**config.mk**
```make
export PLATFORM = sky130hd
export DESIGN_NAME = fsic_as_is_tx_buf
export DESIGN_NICKNAME = d
export VERILOG_FILES = /design/src/rtl/fsic_as_is_tx_buf.sv
export SDC_FILE = /design/constraint.sdc
export NUM_CORES = 1
export LEC_CHECK = 0
export CORE_MARGIN = 3
export CORE_UTILIZATION = 60
export DETAILED_ROUTE_END_ITERATION = 10
export PLACE_DENSITY_LB_ADDON = 0.1
export SLEW_MARGIN = 20
export SYNTH_ARGS = -nofsm -noshare
export SYNTH_HDL_FRONTEND = slang
export SYNTH_SLANG_ARGS = --single-unit
```
**constraint.sdc**
```tcl
create_clock -name axis_clk -period 3.9 [get_ports axis_clk]
set_input_delay 1.17 -clock axis_clk [delete_from_list [all_inputs] [get_ports axis_clk]]
set_output_delay 1.17 -clock axis_clk [all_outputs]
set_load 0.005 [all_outputs]
```
**src/rtl/fsic_as_is_tx_buf.sv**
```systemverilog
// TX elastic buffer between the AXI-Stream switch and the serdes TX input, plus local flow-control bit.
// Optional FSIC_TX_BUF_PKT_CNT_EN adds a 16-bit count of popped tlast beats (tx_pkt_cnt).
module fsic_as_is_tx_buf #(
    parameter int pDATA_WIDTH   = 32,
    parameter int pDEPTH        = 4,
    parameter int pRX_FIFO_AW   = 3,
    parameter int pRX_THRESHOLD = 2
) (
    input  logic                     axis_clk,
    input  logic                     axis_rst_n,
    input  logic                     tx_en,
    input  logic [pDATA_WIDTH-1:0]   up_tdata,
    input  logic [pDATA_WIDTH/8-1:0] up_tstrb,
    input  logic [pDATA_WIDTH/8-1:0] up_tkeep,
    input  logic                     up_tlast,
    input  logic [1:0]               up_tid,
    input  logic [1:0]               up_tuser,
    input  logic                     up_tvalid,
    output logic                     up_tready,
    output logic [pDATA_WIDTH-1:0]   as_is_tdata,
    output logic [pDATA_WIDTH/8-1:0] as_is_tstrb,
    output logic [pDATA_WIDTH/8-1:0] as_is_tkeep,
    output logic                     as_is_tlast,
    output logic [1:0]               as_is_tid,
    output logic [1:0]               as_is_tuser,
    output logic                     as_is_tvalid,
    input  logic                     is_as_tready,
    input  logic [pRX_FIFO_AW-1:0]   rx_fifo_level,
`ifdef FSIC_TX_BUF_PKT_CNT_EN
    output logic [15:0]              tx_pkt_cnt,
`endif
    output logic                     as_is_tready
);
    localparam int PW = $clog2(pDEPTH);
    localparam int CW = $clog2(pDEPTH + 1);
    localparam logic [CW-1:0] FULL = CW'(pDEPTH);
    localparam logic [pRX_FIFO_AW-1:0] THR = pRX_FIFO_AW'(pRX_THRESHOLD);

    typedef struct packed {
        logic [pDATA_WIDTH-1:0]   tdata;
        logic [pDATA_WIDTH/8-1:0] tstrb;
        logic [pDATA_WIDTH/8-1:0] tkeep;
        logic                     tlast;
        logic [1:0]               tid;
        logic [1:0]               tuser;
    } beat_t;

    beat_t           mem [pDEPTH];
    beat_t           wr_beat;
    beat_t           head;
    logic [PW-1:0]   wr_ptr, rd_ptr;
    logic [CW-1:0]   count;
    logic            alive;
    logic            push, pop;

    // alive keeps up_tready low while in reset and for the release cycle's edge
    assign up_tready    = alive & (count != FULL);
    assign as_is_tvalid = (count != '0) & tx_en;
    assign push         = up_tvalid & up_tready;
    assign pop          = as_is_tvalid & is_as_tready;

    assign wr_beat = '{tdata: up_tdata, tstrb: up_tstrb, tkeep: up_tkeep,
                       tlast: up_tlast, tid: up_tid, tuser: up_tuser};
    assign head    = mem[rd_ptr];

    assign as_is_tdata = head.tdata;
    assign as_is_tstrb = head.tstrb;
    assign as_is_tkeep = head.tkeep;
    assign as_is_tlast = head.tlast;
    assign as_is_tid   = head.tid;
    assign as_is_tuser = head.tuser;

    always_ff @(posedge axis_clk or negedge axis_rst_n) begin
        if (!axis_rst_n) begin
            for (int i = 0; i < pDEPTH; i++) mem[i] <= '0;
            wr_ptr       <= '0;
            rd_ptr       <= '0;
            count        <= '0;
            alive        <= 1'b0;
            as_is_tready <= 1'b0;
        end else begin
            alive        <= 1'b1;
            as_is_tready <= (rx_fifo_level > THR);
            if (push) begin
                mem[wr_ptr] <= wr_beat;
                wr_ptr      <= wr_ptr + 1'b1;
            end
            if (pop) rd_ptr <= rd_ptr + 1'b1;
            case ({push, pop})
                2'b10:   count <= count + 1'b1;
                2'b01:   count <= count - 1'b1;
                default: count <= count;
            endcase
        end
    end

`ifdef FSIC_TX_BUF_PKT_CNT_EN
    always_ff @(posedge axis_clk or negedge axis_rst_n) begin
        if (!axis_rst_n)              tx_pkt_cnt <= '0;
        else if (pop && head.tlast)   tx_pkt_cnt <= tx_pkt_cnt + 16'd1;
    end
`endif

endmodule

```
Word-level counts from Yosys, hierarchy flattened
Index checks and enable logic that the tools add are counted.

word-level totals
  flip-flop bits (word level) = 189
  input bits = 53
  output and inout port bits = 48
  word-level logic and storage cells = 56

cells by class
  add/subtract/negate cells = 4
  magnitude comparators = 4
  equal/unequal tests = 3
  multiplexer cells = 7
  bitwise logic cells = 6
  reduce and logical (&&, ||, !) cells = 3

operators by type and width
  cell                                                                              number
  180-bit bitwise mux                                                               1
  45-bit 2-to-1 mux                                                                 3
  45-bit binary-select mux with 2-bit select                                        1
  45-bit demux with 2-bit select                                                    1
  3-bit greater-or-equal comparator (second input constant)                         2
  2-bit inverter with 3-bit output                                                  2
  3-bit one-hot mux with 2 select lines                                             1
  2-bit by 1-bit adder with 2-bit output (second input constant)                    2
  1-bit bitwise AND                                                                 4
  3-bit by 1-bit adder with 3-bit output (second input constant)                    1
  3-bit by 2-bit greater-than comparator with 1-bit output (second input constant)  1
  3-bit by 1-bit < comparator with 1-bit output (second input constant)             1
  3-bit != test (second input constant)                                             1
  3-bit nonzero test                                                                1
  3-bit by 1-bit subtractor with 3-bit output (second input constant)               1
  2-bit by 1-bit == test with 1-bit output (second input constant)                  1
  2-bit == test (second input constant)                                             1
  2-bit nonzero test                                                                1
  1-bit logical AND                                                                 1

Logic depth before layout (Yosys ltp)
Gate-level depths: netlist of run 1.

  depth after elaboration = 6
  depth in mapped cells = 9
  depth with buffers taken out = 9

Worst setup path before layout of run 1
No wires, ideal clock.

  path kind = reg-to-output
  from = reg rd_ptr[0]
  to = out as_is_tdata[0]
  arrival = 1.351 ns
  required time = 2.730 ns
  setup slack = 1.379 ns
  cell stages (with the launch flop) = 4
  buffers on the path = 2
  path through = dfrtp_1 buf_4 buf_2 mux4_2

between the ends
  word-level cells in the longest chain between the ends = 4

RTL lines
  element                                                 RTL line  source
  start, declared                                         51        logic [PW-1:0] wr_ptr, rd_ptr;
  start signal, assigned                                  88        if (pop) rd_ptr <= rd_ptr + 1'b1;
  2-bit inverter with 3-bit output (implied by the code)  64        assign head = mem[rd_ptr];
  45-bit binary-select mux with 2-bit select              64
  45-bit 2-to-1 mux (implied by the code) (2 in series)   64
  end, declared                                           20        output logic [pDATA_WIDTH-1:0] as_is_tdata,

No other way between the ends. The select of a mux whose other input is x is not followed.

Worst setup path after layout of run 1
  from = reg rd_ptr[0]
  to = out as_is_tuser[0]

between the ends
  word-level cells in the longest chain between the ends = 4

RTL lines
  element                                                 RTL line  source
  2-bit inverter with 3-bit output (implied by the code)  64
  45-bit binary-select mux with 2-bit select              64
  45-bit 2-to-1 mux (implied by the code) (2 in series)   64
  end, declared                                           25        output logic [1:0] as_is_tuser,

No other way between the ends. The select of a mux whose other input is x is not followed.

==> qor.yml, run 1 <==
sta:
  slew_violations: 0
  finalHoldViolations: 0
  fin_skew_ps: 6.16
  final.period_utilization: 0.934
  maxClockFrequency_mhz: 275
  timing.final.ws_setup_ps: 259
  rsz0062_at_grt: "no"
  final-setup-viol-count: 0
  maxSlewHeadroom: 0.515
  worst_pin_slew_ps: 727
  setup_tns_ps: 0
  finalCriticalPeriod_ps: 3640
cts:
  cts_inserted_buffers: 17
  cts_htree_levels: 4
  clkSinkCount: 189
  cts_tree: "yes"
  cts_resized: 0
  post_cts.repair.setup_buffers: 0
  ctsLongestPathBuffers: 2
  clk_pin_slew_ps: 70
  hold_buffers: 0
  clk-insertion-delay-late_ps: 420
  cts_root_buffer: "sky130_fd_sc_hd__clkbuf_16"
global_route:
  grt_pass1_vias: 5026
  grtUsageMet3: 0.0749
  grt.overflow.total: 0
  busiest_grt_layer: "met2"
  antenna_found_initial: 0
  globalRouteMet1Util: 0.276
  gr-usage-all-layers: 0.226
  global_route_wire_length_before_repair_um: 26000
  grt_max_degree: 80
  use_met2: 0.388
floorplanning:
  die_height_um: 124
  starting_density: 0.623
  core_area_um2: 13500
  floorplan.die.width_um: 124
  number_of_core_rows: 42
  design.die.area_um2: 15400
  ioPinCount: 101
power:
  clock_power_share: 0.213
  comb_power_share: 0.401
  power.share.sequential: 0.386
  leakagePower_uw: 0.00425
  vdd_ir_drop_max_uv: 603
  internal-power_uw: 6680
  power.density_cell_area_nw_per_um2: 894
  p_switching_uw: 2410
  netSwitchingFraction: 0.266
synthesis:
  synth_area_per_cell_um2: 17.5
  yosys.cell_types.count: 24
  yosysWarningCount: 0
  synth_seq_cells: 189
  net_count_after_synthesis: 537
  yosysSeqAreaShare: 0.565
  syn-instance-count: 478
  post_synthesis_cell_area_um2: 8380
final_layout:
  diodes: 0
  drive_above_1_share: 0.471
  final_nets: 642
  area_growth_pct: 21.4
route:
  avgRoutedWirePerCell_um: 20.7
  drt-total-wl_um: 16000
  drt_first_pass_iters: 4
  number_of_drc_markers_after_the_initial_detailed_route_iteration: 252
  post_route_ant_nets: 0
  drc: 0
  vias: 4489
  post_drt_via_cell_ratio: 5.81
setup_path:
  cp_data_arrival_time_ps: 2470
  timing.critical_path.buf_inv: 2
  critPathLaunch: "rd_ptr[0]$_DFFE_PN0P_"
  largest_delay_contributor_family_on_the_critical_path: "buffers and inverters"
  critical_path.startpoint_type: "register"
  timing.critical_path.slowest_stage_cell: "sky130_fd_sc_hd__dfrtp_4"
  setup.reg_to_reg.worst_slack_ps: 1620
  crit_chain: "buf_4 -> mux4_2 -> clkdlybuf4s50_1"
  cp_max_fo: 20
  crit_path_max_incr_delay_ps: 710
  endpoint_kind: "output pin"
  cp.required_ps: 2730
  rr_startpoint: "count[0]$_DFFE_PN0P_"
  critPathKind: "register to output pin"
placement:
  port-buffer-count: 100
  dpl.hpwl_um: 9970
  place_ws_ps: 464
  finalWeightedCongestion: 0.747
worst_hold_path:
  hold_class: "register to register"
  hold_path_startpoint: "mem[86]$_DFFE_PN0P_"
outcome:
  outcome: "complete, no violations"
run:
  max_cap_viol_count: 0
cells in the mapped netlist, drive strengths merged:
master	n	area, um^2
nor2	2	7.51
o31a	1	8.76
ha	5	62.6
nor3b	5	48.8
inv	6	22.5
and2b	1	7.51
clkbuf	1	3.75
xnor2	3	26.3
fa	1	20.0
a21o	1	7.51
nand2	2	7.51
o311a	1	10.0
conb	1	3.75
mux2i	1	10.0
buf	29	269
mux2	181	2090
xor2	3	26.3
dfrtp	189	4730
mux4	45	1010
final timing paths:
check,to,depth (start not counted)
setup / recovery,as_is_tuser[0],3
hold / removal,mem[86]$_DFFE_PN0P_,1
setup reg to reg,count[2]$_DFFE_PN0P_,9
hold reg to reg,mem[86]$_DFFE_PN0P_,1
max in group asynchronous,count[0]$_DFFE_PN0P_,2
min in group asynchronous,mem[175]$_DFFE_PN0P_,1
flip-flops by register name, indices dropped and copies added (netlist names):
register / flops
alive: 1
as_is_tready: 1
count: 3
mem: 180
rd_ptr: 2
wr_ptr: 2
final cells by class:
type	instances	area, um^2
multi-input combinational	253	3370
fill	819	3290
sequential	189	4730
inverter	6	22.5
clock inverter	12	215
timing repair buffer	116	1150
tap	176	220
clock buffer	20	457
placed cells by master, fill, tap and decap left out, drive strengths merged:
cell and instances:
mux2i 1, nor3b 5, xor2 3, inv 6, conb 1, nor2 2
bufinv 6, dfrtp 189, clkbuf 20, a21o 1, nand2 2, o311a 1
clkinv 4, buf 17, xnor2 3, and2b 1, o31a 1, fa 1
clkdlybuf4s50 99, clkinvlp 2, ha 5, mux4 45, mux2 181
power by group through the flow:
stage               Combinational [uW]  Sequential, uW  Clock (uW)
floorplan                         2360            3290           0
global placement                  3570            3450           0
detailed placement                3670            3540           0
CTS                               3700            3520        1980
global route                      3940            3640        2050
finish                            3640            3510        1940
cells by family after synthesis:
family | Yosys count | share of synthesized area
muxes | 227 | 0.372
DFF | 189 | 0.565
buffers and inverters | 36 | 0.0353
and+or+nand+nor | 10 | 0.00852
adders and majority gates | 6 | 0.00986
xor gates and xnor gates | 6 | 0.00628
AOI/OAI and AO/OA | 3 | 0.00314
other | 1 | 0.000448
stage by stage:
step           power, uW  hold WS (ps)  instance area (um^2)  instances  utilization
2_1_floorplan       5650           475                  8380        478            -
5_1_grt             9630           518                 10200        772        0.756
6_report            9090           500                 10200        772        0.756
4_1_cts             9200           505                 10200        772        0.756
3_5_place_dp        7200           491                  9500        740        0.706
3_3_place_gp        7030           483                  9500        740        0.706
per-layer routing:
metal	part of all wire	up-vias
met5	0	-
met4	0.012	0
met3	0.050	16
met2	0.52	79
met1	0.41	2408
li1	-	1986
Power figures use the tool's default switching activity.
==> run 2: changes to the inputs <==
- CORE_ASPECT_RATIO: not set -> 2
==> qor.yml, run 2 (same netlist as run 1, synthesis figures left out) <==
route:
  post_drt_via_cell_ratio: 5.75  # was 5.81
  vias: 4492  # was 4489
  number_of_drc_markers_after_the_initial_detailed_route_iteration: 119  # was 252
  post_route_ant_nets: 0  # unchanged
  drc: 0  # unchanged
  drt_first_pass_iters: 4  # unchanged
  avgRoutedWirePerCell_um: 21.0  # was 20.7 um
  drt-total-wl_um: 16400  # was 16000 um
sta:
  setup_tns_ps: 0  # unchanged
  final-setup-viol-count: 0  # unchanged
  final.period_utilization: 0.915  # was 0.934
  fin_skew_ps: 12.0  # was 6.16 ps
  maxClockFrequency_mhz: 280  # was 275 MHz
  worst_pin_slew_ps: 776  # was 727 ps
  rsz0062_at_grt: "no"  # unchanged
  finalHoldViolations: 0  # unchanged
  slew_violations: 0  # unchanged
  maxSlewHeadroom: 0.482  # was 0.515
  finalCriticalPeriod_ps: 3570  # was 3640 ps
floorplanning:
  core_area_um2: 13600  # was 13500 um^2
  die_height_um: 173  # was 124 um
  design.die.area_um2: 15500  # was 15400 um^2
  number_of_core_rows: 60  # was 42
  floorplan.die.width_um: 89.5  # was 124 um
  ioPinCount: 101  # unchanged
  starting_density: 0.616  # was 0.623
setup_path:
  timing.critical_path.slowest_stage_cell: "sky130_fd_sc_hd__dfrtp_4"  # unchanged
  timing.critical_path.buf_inv: 2  # unchanged
  endpoint_kind: "output pin"  # unchanged
  largest_delay_contributor_family_on_the_critical_path: "buffers and inverters"  # unchanged
  cp_max_fo: 26  # was 20
  critical_path.startpoint_type: "register"  # unchanged
  critPathKind: "register to output pin"  # unchanged
  crit_chain: "buf_12 -> mux4_2 -> clkdlybuf4s50_1"  # was buf_4 -> mux4_2 -> clkdlybuf4s50_1
  cp.required_ps: 2730  # about the same
  cp_data_arrival_time_ps: 2400  # was 2470 ps
  crit_path_max_incr_delay_ps: 640  # was 710 ps
cts:
  clk-insertion-delay-late_ps: 420  # about the same
  cts_tree: "yes"  # unchanged
  clk_pin_slew_ps: 60  # was 70 ps
  cts_resized: 0  # unchanged
  post_cts.repair.setup_buffers: 0  # unchanged
  cts_inserted_buffers: 17  # unchanged
  clkSinkCount: 189  # unchanged
  cts_root_buffer: "sky130_fd_sc_hd__clkbuf_16"  # unchanged
  hold_buffers: 0  # unchanged
  cts_htree_levels: 4  # unchanged
  ctsLongestPathBuffers: 2  # unchanged
placement:
  port-buffer-count: 100  # unchanged
  post_dp_cell_area_um2: 9540  # was 9500 um^2
  post-place-cells: 749  # was 740
  dpl.hpwl_um: 10400  # was 9970 um
  finalWeightedCongestion: 0.757  # was 0.747
worst_hold_path:
  hold_class: "register to register"  # unchanged
global_route:
  grt.overflow.total: 0  # unchanged
  busiest_grt_layer: "met2"  # unchanged
  globalRouteMet1Util: 0.297  # was 0.276
  grtUsageMet3: 0.0448  # was 0.0749
  gr-usage-all-layers: 0.230  # was 0.226
  grt_pass1_vias: 5277  # was 5026
  grt_max_degree: 86  # was 80
  global_route_wire_length_before_repair_um: 27300  # was 26000 um
  antenna_found_initial: 0  # unchanged
  use_met2: 0.392  # was 0.388
power:
  netSwitchingFraction: 0.283  # was 0.266
  power.share.sequential: 0.402  # was 0.386
  clock_power_share: 0.183  # was 0.213
  leakagePower_uw: 0.00418  # was 0.00425 uW
  power.density_cell_area_nw_per_um2: 872  # was 894 nW/um^2
  internal-power_uw: 6310  # was 6680 uW
  p_switching_uw: 2490  # was 2410 uW
  vdd_ir_drop_max_uv: 539  # was 603 uV
  comb_power_share: 0.415  # was 0.401
final_layout:
  number_of_flip_flops_in_the_largest_register: 180  # unchanged
  area_growth_pct: 20.5  # was 21.4%
  largestRegisters: "mem (180), count (3)"  # unchanged
  layout.cells.most_common_list: "sky130_fd_sc_hd__dfrtp_1, sky130_fd_sc_hd__mux2_2, sky130_fd_sc_hd__clkdlybuf4s50_1"  # unchanged
  finish.cell_count_without_fillers: 781  # was 772
  drive_above_1_share: 0.469  # was 0.471
  diodes: 0  # unchanged
  top_reg_by_flops: "mem"  # unchanged
  final_nets: 641  # was 642
  finish.instance_area_um2: 10100  # was 10200 um^2
  final_common_cell: "sky130_fd_sc_hd__dfrtp_1"  # unchanged
outcome:
  outcome: "complete, no violations"  # unchanged
run:
  max_cap_viol_count: 0  # unchanged
run 2: per-stage QoR:
step	utilization	power (uW)	setup WS, ps	hold WS (ps)
floorplan	-	5650	1380	475
global placement	0.702	7060	447	483
detailed placement	0.702	7280	431	492
CTS	0.743	8930	286	506
global route	0.743	9360	227	515
finish	0.743	8800	332	503
run 2: area by class of cell:
| class | instances | area (um^2) |
|---|---|---|
| clock inverter | 12 | 105 |
| timing repair buffer | 115 | 1180 |
| clock buffer | 20 | 447 |
| multi-input combinational | 253 | 3370 |
| inverter | 6 | 22.5 |
| sequential | 189 | 4730 |
| tap | 186 | 233 |
| fill | 872 | 3500 |
run 2: layer usage:
layer | vias to the layer above | wire (um) | share of wire
met5 | - | 0 | 0
li1 | 1975 | - | -
met4 | 0 | 186 | 0.011
met2 | 83 | 8960 | 0.55
met1 | 2422 | 6720 | 0.41
met3 | 12 | 543 | 0.033
run 2: path summary, 6_finish.rpt:
kind,end,slack [ps],cells past startpoint,start
max,as_is_tdata[10],330,3,rd_ptr[0]$_DFFE_PN0P_
max reg2reg,count[2]$_DFFE_PN0P_,1700,9,count[0]$_DFFE_PN0P_
min reg2reg,mem[71]$_DFFE_PN0P_,500,1,mem[71]$_DFFE_PN0P_
max in group asynchronous,mem[37]$_DFFE_PN0P_,2220,2,axis_rst_n
min in group asynchronous,mem[176]$_DFFE_PN0P_,780,1,axis_rst_n
min,mem[71]$_DFFE_PN0P_,500,1,mem[71]$_DFFE_PN0P_
run 2: worst register-to-register path, delay by kind of cell, from the launching register on:
kind                       cells  cell delay, ps
xor gates and xnor gates       2             300
DFF                            1             470
adders and majority gates      2             560
and+or+nand+nor                3             660
buffers and inverters          2             160
run 2: power by group through the flow:
stage               registers, uW  logic (uW)  clock network [uW]
floorplan                    3290        2360                   0
global placement             3470        3590                   0
detailed placement           3580        3700                   0
CTS                          3550        3720                1650
global route                 3670        3950                1750
finish                       3540        3650                1610
